`src/rtl/fetch_pc_predictor_pkg.sv`:
```
// Shared types for the fetch PC predictor: BTB counter encoding,
// entry layout for the default geometry and the counter step helper.
package fetch_pc_predictor_pkg;

    localparam int DEF_ADDR_W      = 32;
    localparam int DEF_BTB_ENTRIES = 16;
    localparam int DEF_IDX_W       = $clog2(DEF_BTB_ENTRIES);
    localparam int DEF_TAG_W       = DEF_ADDR_W - 2 - DEF_IDX_W;

    localparam int INSTR_BYTES = 4;

    typedef logic [1:0] BtbCounter;

    localparam BtbCounter CTR_SNT = 2'b00;
    localparam BtbCounter CTR_WNT = 2'b01;
    localparam BtbCounter CTR_WT  = 2'b10;
    localparam BtbCounter CTR_ST  = 2'b11;

    typedef struct packed {
        logic                  valid;
        logic [DEF_TAG_W-1:0]  tag;
        logic [DEF_ADDR_W-1:0] target;
        BtbCounter             ctr;
    } BtbEntry;

    function automatic BtbCounter ctr_next(BtbCounter c, logic taken);
        BtbCounter n;
        n = c;
        if (taken) begin
            if (c != CTR_ST) n = c + 2'd1;
        end else begin
            if (c != CTR_SNT) n = c - 2'd1;
        end
        return n;
    endfunction

endpackage

```
`src/rtl/fetch_pc_predictor_if.sv`:
```
// Fetch-side bundle: hazard/redirect/resolution inputs from the
// pipeline and the fetch address plus prediction back out.
interface fetch_pc_predictor_if #(
    parameter int ADDR_W = 32
);

    logic              stall;
    logic              redirect_valid;
    logic [ADDR_W-1:0] redirect_target;
    logic              update_valid;
    logic [ADDR_W-1:0] update_pc;
    logic              update_taken;
    logic [ADDR_W-1:0] update_target;
    logic [ADDR_W-1:0] current_pc;
    logic [ADDR_W-1:0] next_seq_pc;
    logic              pred_taken;
    logic [ADDR_W-1:0] pred_target;

    modport master (
        output stall, redirect_valid, redirect_target,
        output update_valid, update_pc, update_taken, update_target,
        input  current_pc, next_seq_pc, pred_taken, pred_target
    );

    modport slave (
        input  stall, redirect_valid, redirect_target,
        input  update_valid, update_pc, update_taken, update_target,
        output current_pc, next_seq_pc, pred_taken, pred_target
    );

endinterface

```
`src/rtl/fetch_pc_predictor_btb.sv`:
```
// Direct-mapped branch target buffer with 2-bit saturating counters;
// combinational lookup, one synchronous update port, word addressed.
module fetch_pc_predictor_btb
    import fetch_pc_predictor_pkg::*;
#(
    parameter int ADDR_W      = 32,
    parameter int BTB_ENTRIES = 16
) (
    input  logic              clk,
    input  logic              reset,
    input  logic [ADDR_W-3:0] lookup_word,
    output logic              pred_taken,
    output logic [ADDR_W-1:0] pred_target,
    input  logic              update_valid,
    input  logic [ADDR_W-3:0] update_word,
    input  logic              update_taken,
    input  logic [ADDR_W-1:0] update_target
);

    localparam int IDX_W = $clog2(BTB_ENTRIES);
    localparam int TAG_W = ADDR_W - 2 - IDX_W;

    typedef struct packed {
        logic              valid;
        logic [TAG_W-1:0]  tag;
        logic [ADDR_W-1:0] target;
        BtbCounter         ctr;
    } entry_t;

    entry_t entries_q [BTB_ENTRIES];

    logic [IDX_W-1:0] lk_idx;
    logic [TAG_W-1:0] lk_tag;
    logic             lk_hit;
    logic [IDX_W-1:0] up_idx;
    logic [TAG_W-1:0] up_tag;
    logic             up_hit;

    assign lk_idx = lookup_word[IDX_W-1:0];
    assign lk_tag = lookup_word[ADDR_W-3:IDX_W];
    assign lk_hit = entries_q[lk_idx].valid &&
                    (entries_q[lk_idx].tag == lk_tag);

    assign pred_taken  = lk_hit && entries_q[lk_idx].ctr[1];
    assign pred_target = lk_hit ? entries_q[lk_idx].target : '0;

    assign up_idx = update_word[IDX_W-1:0];
    assign up_tag = update_word[ADDR_W-3:IDX_W];
    assign up_hit = entries_q[up_idx].valid &&
                    (entries_q[up_idx].tag == up_tag);

    always_ff @(posedge clk) begin
        if (reset) begin
            for (int i = 0; i < BTB_ENTRIES; i++) begin
                entries_q[i].valid  <= 1'b0;
                entries_q[i].tag    <= '0;
                entries_q[i].target <= '0;
                entries_q[i].ctr    <= CTR_WNT;
            end
        end else if (update_valid) begin
            if (up_hit) begin
                entries_q[up_idx].ctr <=
                    ctr_next(entries_q[up_idx].ctr, update_taken);
                if (update_taken)
                    entries_q[up_idx].target <= update_target;
            end else if (update_taken) begin
                // A taken miss evicts whatever alias sits at this index
                entries_q[up_idx].valid  <= 1'b1;
                entries_q[up_idx].tag    <= up_tag;
                entries_q[up_idx].target <= update_target;
                entries_q[up_idx].ctr    <= CTR_WT;
            end
        end
    end

endmodule

```
`src/rtl/fetch_pc_predictor.sv`:
```
// Fetch PC register with stall, execute redirect and BTB-driven
// prediction of the next fetch address.
module fetch_pc_predictor
    import fetch_pc_predictor_pkg::*;
#(
    parameter int                ADDR_W       = DEF_ADDR_W,
    parameter int                BTB_ENTRIES  = DEF_BTB_ENTRIES,
    parameter logic [ADDR_W-1:0] RESET_VECTOR = '0
) (
    input logic                clk,
    input logic                reset,
    fetch_pc_predictor_if.slave bus
);

    logic [ADDR_W-1:0] pc_q;
    logic [ADDR_W-1:0] seq_pc;
    logic              pred_taken;
    logic [ADDR_W-1:0] pred_target;
    logic              unused_lsb;

    assign seq_pc     = pc_q + ADDR_W'(INSTR_BYTES);
    assign unused_lsb = ^bus.update_pc[1:0];

    fetch_pc_predictor_btb #(
        .ADDR_W      (ADDR_W),
        .BTB_ENTRIES (BTB_ENTRIES)
    ) u_btb (
        .clk           (clk),
        .reset         (reset),
        .lookup_word   (pc_q[ADDR_W-1:2]),
        .pred_taken    (pred_taken),
        .pred_target   (pred_target),
        .update_valid  (bus.update_valid),
        .update_word   (bus.update_pc[ADDR_W-1:2]),
        .update_taken  (bus.update_taken),
        .update_target (bus.update_target)
    );

    always_ff @(posedge clk) begin
        if (reset)
            pc_q <= RESET_VECTOR;
        else if (bus.redirect_valid)
            pc_q <= bus.redirect_target;
        else if (bus.stall)
            pc_q <= pc_q;
        else if (pred_taken)
            pc_q <= pred_target;
        else
            pc_q <= seq_pc;
    end

    assign bus.current_pc  = pc_q;
    assign bus.next_seq_pc = seq_pc;
    assign bus.pred_taken  = pred_taken;
    assign bus.pred_target = pred_target;

endmodule

```
`src/flat_wrapper.sv`:
```
// flat-port wrapper written by rule: the top's interface ports become plain ports
module fetch_pc_predictor_flat import fetch_pc_predictor_pkg::*;
#(
    parameter int                ADDR_W       = DEF_ADDR_W,
    parameter int                BTB_ENTRIES  = DEF_BTB_ENTRIES,
    parameter logic [ADDR_W-1:0] RESET_VECTOR = '0
)
  (clk, reset, bus_stall, bus_redirect_valid, bus_redirect_target, bus_update_valid, bus_update_pc, bus_update_taken, bus_update_target, bus_current_pc, bus_next_seq_pc, bus_pred_taken, bus_pred_target);
  fetch_pc_predictor_if #(.ADDR_W(ADDR_W)) bus_i ();
  input logic clk;
  input logic reset;
  input wire logic [$bits(bus_i.stall)-1:0] bus_stall;
  input wire logic [$bits(bus_i.redirect_valid)-1:0] bus_redirect_valid;
  input wire logic [$bits(bus_i.redirect_target)-1:0] bus_redirect_target;
  input wire logic [$bits(bus_i.update_valid)-1:0] bus_update_valid;
  input wire logic [$bits(bus_i.update_pc)-1:0] bus_update_pc;
  input wire logic [$bits(bus_i.update_taken)-1:0] bus_update_taken;
  input wire logic [$bits(bus_i.update_target)-1:0] bus_update_target;
  output wire logic [$bits(bus_i.current_pc)-1:0] bus_current_pc;
  output wire logic [$bits(bus_i.next_seq_pc)-1:0] bus_next_seq_pc;
  output wire logic [$bits(bus_i.pred_taken)-1:0] bus_pred_taken;
  output wire logic [$bits(bus_i.pred_target)-1:0] bus_pred_target;
  assign bus_i.stall = bus_stall;
  assign bus_i.redirect_valid = bus_redirect_valid;
  assign bus_i.redirect_target = bus_redirect_target;
  assign bus_i.update_valid = bus_update_valid;
  assign bus_i.update_pc = bus_update_pc;
  assign bus_i.update_taken = bus_update_taken;
  assign bus_i.update_target = bus_update_target;
  assign bus_current_pc = bus_i.current_pc;
  assign bus_next_seq_pc = bus_i.next_seq_pc;
  assign bus_pred_taken = bus_i.pred_taken;
  assign bus_pred_target = bus_i.pred_target;
  fetch_pc_predictor #(.ADDR_W(ADDR_W), .BTB_ENTRIES(BTB_ENTRIES), .RESET_VECTOR(RESET_VECTOR)) u_core (.clk(clk), .reset(reset), .bus(bus_i));
endmodule
```
`config.mk`:
```
export PLATFORM = sky130hd
export DESIGN_NAME = fetch_pc_predictor_flat
export DESIGN_NICKNAME = d
export VERILOG_FILES = /design/src/rtl/fetch_pc_predictor_pkg.sv /design/src/rtl/fetch_pc_predictor_if.sv /design/src/rtl/fetch_pc_predictor_btb.sv /design/src/rtl/fetch_pc_predictor.sv /design/src/flat_wrapper.sv
export SDC_FILE = /design/constraint.sdc
export NUM_CORES = 2
export LEC_CHECK = 0
export ABC_AREA = 1
export BUFFER_PORTS_ARGS = -buffer_cell sky130_fd_sc_hd__buf_2
export CELL_PAD_IN_SITES_DETAIL_PLACEMENT = 0
export CELL_PAD_IN_SITES_GLOBAL_PLACEMENT = 1
export CORE_MARGIN = 2
export CORE_UTILIZATION = 52
export DETAILED_ROUTE_END_ITERATION = 10
export PLACE_DENSITY_LB_ADDON = 0.1
export SLEW_MARGIN = 10
export SYNTH_ARGS = -nofsm -noshare
export SYNTH_HDL_FRONTEND = slang
export SYNTH_SLANG_ARGS = --single-unit
```
`constraint.sdc`:
```
create_clock -name clk -period 6.9 [get_ports clk]
set_input_delay 1.38 -clock clk [delete_from_list [all_inputs] [get_ports clk]]
set_output_delay 1.38 -clock clk [all_outputs]
set_load 0.02 [all_outputs]
```
# Word-level counts from Yosys, hierarchy flattened
# Memories as Yosys holds them, arrays and structs flattened. A register that Yosys moved wholly into a read port is not among the register bits.
# Cells that the tools add are included.
[word_totals] ff_bits=32 n_memories=1 word_cells=48 output_inout_bits=97 ramBits=976 input_bits=102
[mem_list] memory="u_core.u_btb.entries_q" words=16 word_bits=61 read_ports=2 rd_ports_with_merged_regs=1 write_ports=16 line_no="fetch_pc_predictor_btb.sv:30" source="entry_t entries_q [BTB_ENTRIES];"
[op_classes] n_eq_ne=4 bitwise_logic=2 add_sub_neg=3 mux=32 reduce_logical=5
[op_table] operator="$mux 32" n=5
[op_table] operator="$mux 61" n=1
[op_table] operator="$reduce_or 61->1" n=1
[op_table] operator="$eq 26x26->1" n=2
[op_table] operator="$add 32x3->32 const B" n=1
[op_table] operator="$mux 1" n=15
[op_table] operator="$mux 2" n=7
[op_table] operator="$mux 4" n=3
[op_table] operator="$logic_and 1x1->1" n=3
[op_table] operator="$mux 3" n=1
[op_table] operator="$add 2x1->2 const B" n=1
[op_table] operator="$ne 2x1->1 const B" n=1
[op_table] operator="$ne 2x2->1 const B" n=1
[op_table] operator="$or 1x1->1" n=2
[op_table] operator="$reduce_bool 2->1" n=1
[op_table] operator="$sub 2x1->2 const B" n=1

# Longest topological paths before layout
# An unclocked memory read counts as a cell.
[logic_depth] depth_word=10 depth_mapped=23 depth_no_buf=21

# Cells and area by module
# Synthesis repeated with hierarchy kept, for this count alone.
[hier_totals] hier_cells=5752 hier_area_um2=50602.3
[by_module_without_submodules] mod="fetch_pc_predictor_btb" cells_per_inst=5389 n_inst=1 seq_area_each_um2=29148.0 area_per_inst_um2=48192.5
[by_module_without_submodules] mod="fetch_pc_predictor" cells_per_inst=363 n_inst=1 seq_area_each_um2=640.6 area_per_inst_um2=2409.8

# Least setup slack after synthesis
# Ideal clock, no wire load.
[synth_path] path_type="in2reg" startpoint="input bus_update_pc[2]" endpoint="memory u_core.u_btb.entries_q[2][34] (netlist name), enable pin" arrival_ps=3961 setup_slack_ps=2556 cell_stages=16 n_path_buf=4 required_ps=6517 setup_ps=383 cell_sequence="nor2_1 -> buf_2 -> buf_2 -> a22oi_1 -> nand2_1 -> nand2_1 -> nand4_1 -> xor2_1 -> nor3_1 -> nand2_1 -> nor2_4 -> nor2_4 -> buf_6 -> nand2_2 -> buf_4 -> nand2_1"
[synth_lines] item="start, declared" line_no="flat_wrapper.sv:16" source="input wire logic [$bits(bus_i.update_pc)-1:0] bus_update_pc;"
[synth_lines] item="end, declared" line_no="fetch_pc_predictor_btb.sv:30"

==> qor.csv <==
stage,metric,value,unit
outcome,status,"complete, no violations",
synthesis,synthesis.area_per_instance,8.87,sq um
timing,slew_violations,0,
timing,tightest_slew,1.20,ns
floorplanning,ios,199,
synthesis,synth-seq-area-share,58.9,%
timing,fin_ws,0.584,ns
setup_path,path_delay_family,buffers and inverters,
synthesis,synth.top_cell.area_share,56.9,%
timing,relSlewSlack,19.7,%
timing,hold_viol,0,
grt,antenna_found_initial,2,
setup_path,worstPathCellList,inv_8 > buf_12 > buf_4 > nand2_1 > a221oi_1 > nor2_1 > nand2_1 > nand2_1 > nor2_1 > buf_2,
route,via_count,43400,
setup_path,critPathCaptureType,output pin,
placed_design,place_ws,0.960,ns
synthesis,synth_area_leader_cell,edfxtp_1,
cts,htree_levels,3,
setup_path,crit_top_cell,nand2_1,
setup_path,cp_max_fo,206,
placed_design,place_congestion,0.979,
floorplanning,fp.dieH,316,um
hold_path,hold_path_class,register to register,
route,drtPass1Iterations,6,
layout,final_core_util,58.4,%
grt,overflow,0,
setup_path,worstSetupStartpointType,register,
floorplanning,initial_utilization,52.4,%
layout,final_cell_count_no_fill,7101,
synthesis,netlist_area,0.0507,sq mm
synthesis,synth.distinct_cells,45,
route,drt_wl_total,187000,um
cts,cts_tree,yes,
route,drt_iter0_drc,6016,
timing,post-route-min-period,6.32,ns
setup_path,crit_path_top_delay_cell,buf_12,
layout,final_common_cell,nand2_1,
timing,fin_skew,0.0338,ns
power,p_leak,23.0,nW
route,postRouteAntennaNets,0,
timing,grt_setup_unrepaired,false,
placed_design,dp_hpwl,111000,um
grt,grt_pass1_wl,269000,um
layout,multi_input_area,0.0176,sq mm
cts,clkSlewWorstSetupHoldPaths,0.07,ns
setup_path,max_stage_delay,0.71,ns
route,wl_per_cell,26.3,um
timing,fin_tns_setup,0,ns
synthesis,ys_async_sr_fraction,0,%
timing,min_period_over_period,91.5,%
layout,layout_common_cells,"1334 x nand2_1, 1134 x nor2_1, 960 x edfxtp_1",
grt,grtUsageTotal,37.1,%
setup_path,crit_buf_inv,4,
layout,nets,5837,
cts,insertion_delay,0.72,ns
job,max-cap-violations,0,
layout,drive_above_1_share,10.0,%
floorplanning,rows,114,
layout,area_delta_synth_final,11.3,%
setup_path,worstPathArrival,4.94,ns
cts,post_cts_buffers,0,
setup_path,worstPathRequired,5.52,ns
power,pwr_density_cell,263,mW/mm^2
layout,fill_cells,8474,
placed_design,port_buffers,196,
layout,regArea,0.0299,sq mm
cts,cts_resized,0,
cts,postCtsHoldBufs,0,
cts,clkSinkCount,1012,
grt,grt_pass1_vias,40600,
route,via_per_inst,6.12,
floorplanning,core,0.0967,sq mm
timing,fmax,0.158,GHz
cts,cts_made_buffers,108,
cts,clock_path_buffers,3,
synthesis,synth_area_leaders,"edfxtp_1 57%, nand2_1 10%, nor2_1 8.4%, nand3_1 3.3%, inv_1 2.9%",
synthesis,synth-seq-cells,1012,
synthesis,synthCells,5717,
setup_path,critPathKind,register to output pin,
placed_design,dpl.cell_count,6900,
cts,cts_root_buf,clkbuf_16,
route,drc,0,
power,p_total,0.0148,W
power,ir_drop,0.000213,V
synthesis,syn-num-nets,5820,
floorplanning,fp.dieArea,0.100,sq mm
synthesis,yosysWarnings,0,
synthesis,synth_edf_count,960,
floorplanning,dieWidth,316,um
synthesis,ys.flop_type,edfxtp_1,
grt,grt_max_degree,207,
timing,finalSetupViolCount,0,
Yosys cell counts, types with 3 or more instances:
library cell  instances
nand3b_1              5
nand4_1              12
nand3_1             332
o31ai_1              21
o211ai_1             32
a21oi_1             280
nor3_1               14
nand2_2               7
nand2_1            1382
buf_2                91
o32ai_1               7
nand2_4               3
buf_4                18
dfxtp_1              52
nor2_2                3
inv_2                 9
o2111ai_1            15
or3_1                 3
o22ai_1              54
clkbuf_1            284
xor2_1               27
a22oi_1             110
a311o_1               9
nor2_1             1138
a221o_1              14
o21ai_1              63
inv_1               392
o21ai_0             191
edfxtp_1            960
a32o_1               14
or2_2                 9
buf_1                40
a221oi_1             94
clkinv_1             17
area by class of cell:
cell class	count	area share (%)
sequential	1012	52.9
multi-input combinational	3853	31.2
clock buffer	141	5.13
timing repair buffer	341	4.15
tap	1276	2.83
inverter	418	2.82
clock inverter	58	0.933
antenna	2	0.00887
where the power goes:
group / internal, W / switching [W]
Combinational: 0.000494 / 0.00144
Sequential: 0.00704 / 0.000152
Clock: 0.00322 / 0.00250
Total: 0.0108 / 0.00409
worst min-delay path: stages (launching register included):
cell and delay (ns):
dfxtp_1 0.32, nand2_1 0.07, nand2_1 0.05
path summary, 6_finish.rpt:
kind / start / to / slack [ns] / depth (start not counted)
min: u_core.u_btb.entries_q[12][60] / u_core.u_btb.entries_q[12][60] / 0.48 / 2
max: register / bus_pred_target[22] / 0.58 / 10
min reg2reg: u_core.u_btb.entries_q[12][60] / u_core.u_btb.entries_q[12][60] / 0.48 / 2
max reg2reg: register / u_core.bus.current_pc[19] / 2.52 / 18
logic make-up after synthesis:
logic type | share of synthesized area [%]
buffers and inverters | 6.68
and+or+nand+nor | 22.8
AOI/OAI and AO/OA | 11.1
adders and majority gates | 0.0247
DFF | 58.9
xor gates and xnor gates | 0.466
state kept, by name, summed over array words and instances, names as in the netlist, named ones only:
signal	count
u_core.u_btb.entries_q	976
u_core.bus.current_pc	32
routing by layer:
layer	share of wire, %	vias up	global-route usage [%]
li1	-	19300	-
met1	39	20800	52.8
met2	43	2866	55.2
met3	13	402	8.42
met4	4.1	0	15.1
met5	0	-	0
stage by stage:
stage | hold slack [ns] | cell area, sq um
after floorplan | 0.441 | 50700
after global placement | 0.459 | 53000
after detailed placement | 0.461 | 53000
after CTS | 0.475 | 56400
after global routing | 0.494 | 56400
final | 0.478 | 56500
(Power assumes the default switching activity.)
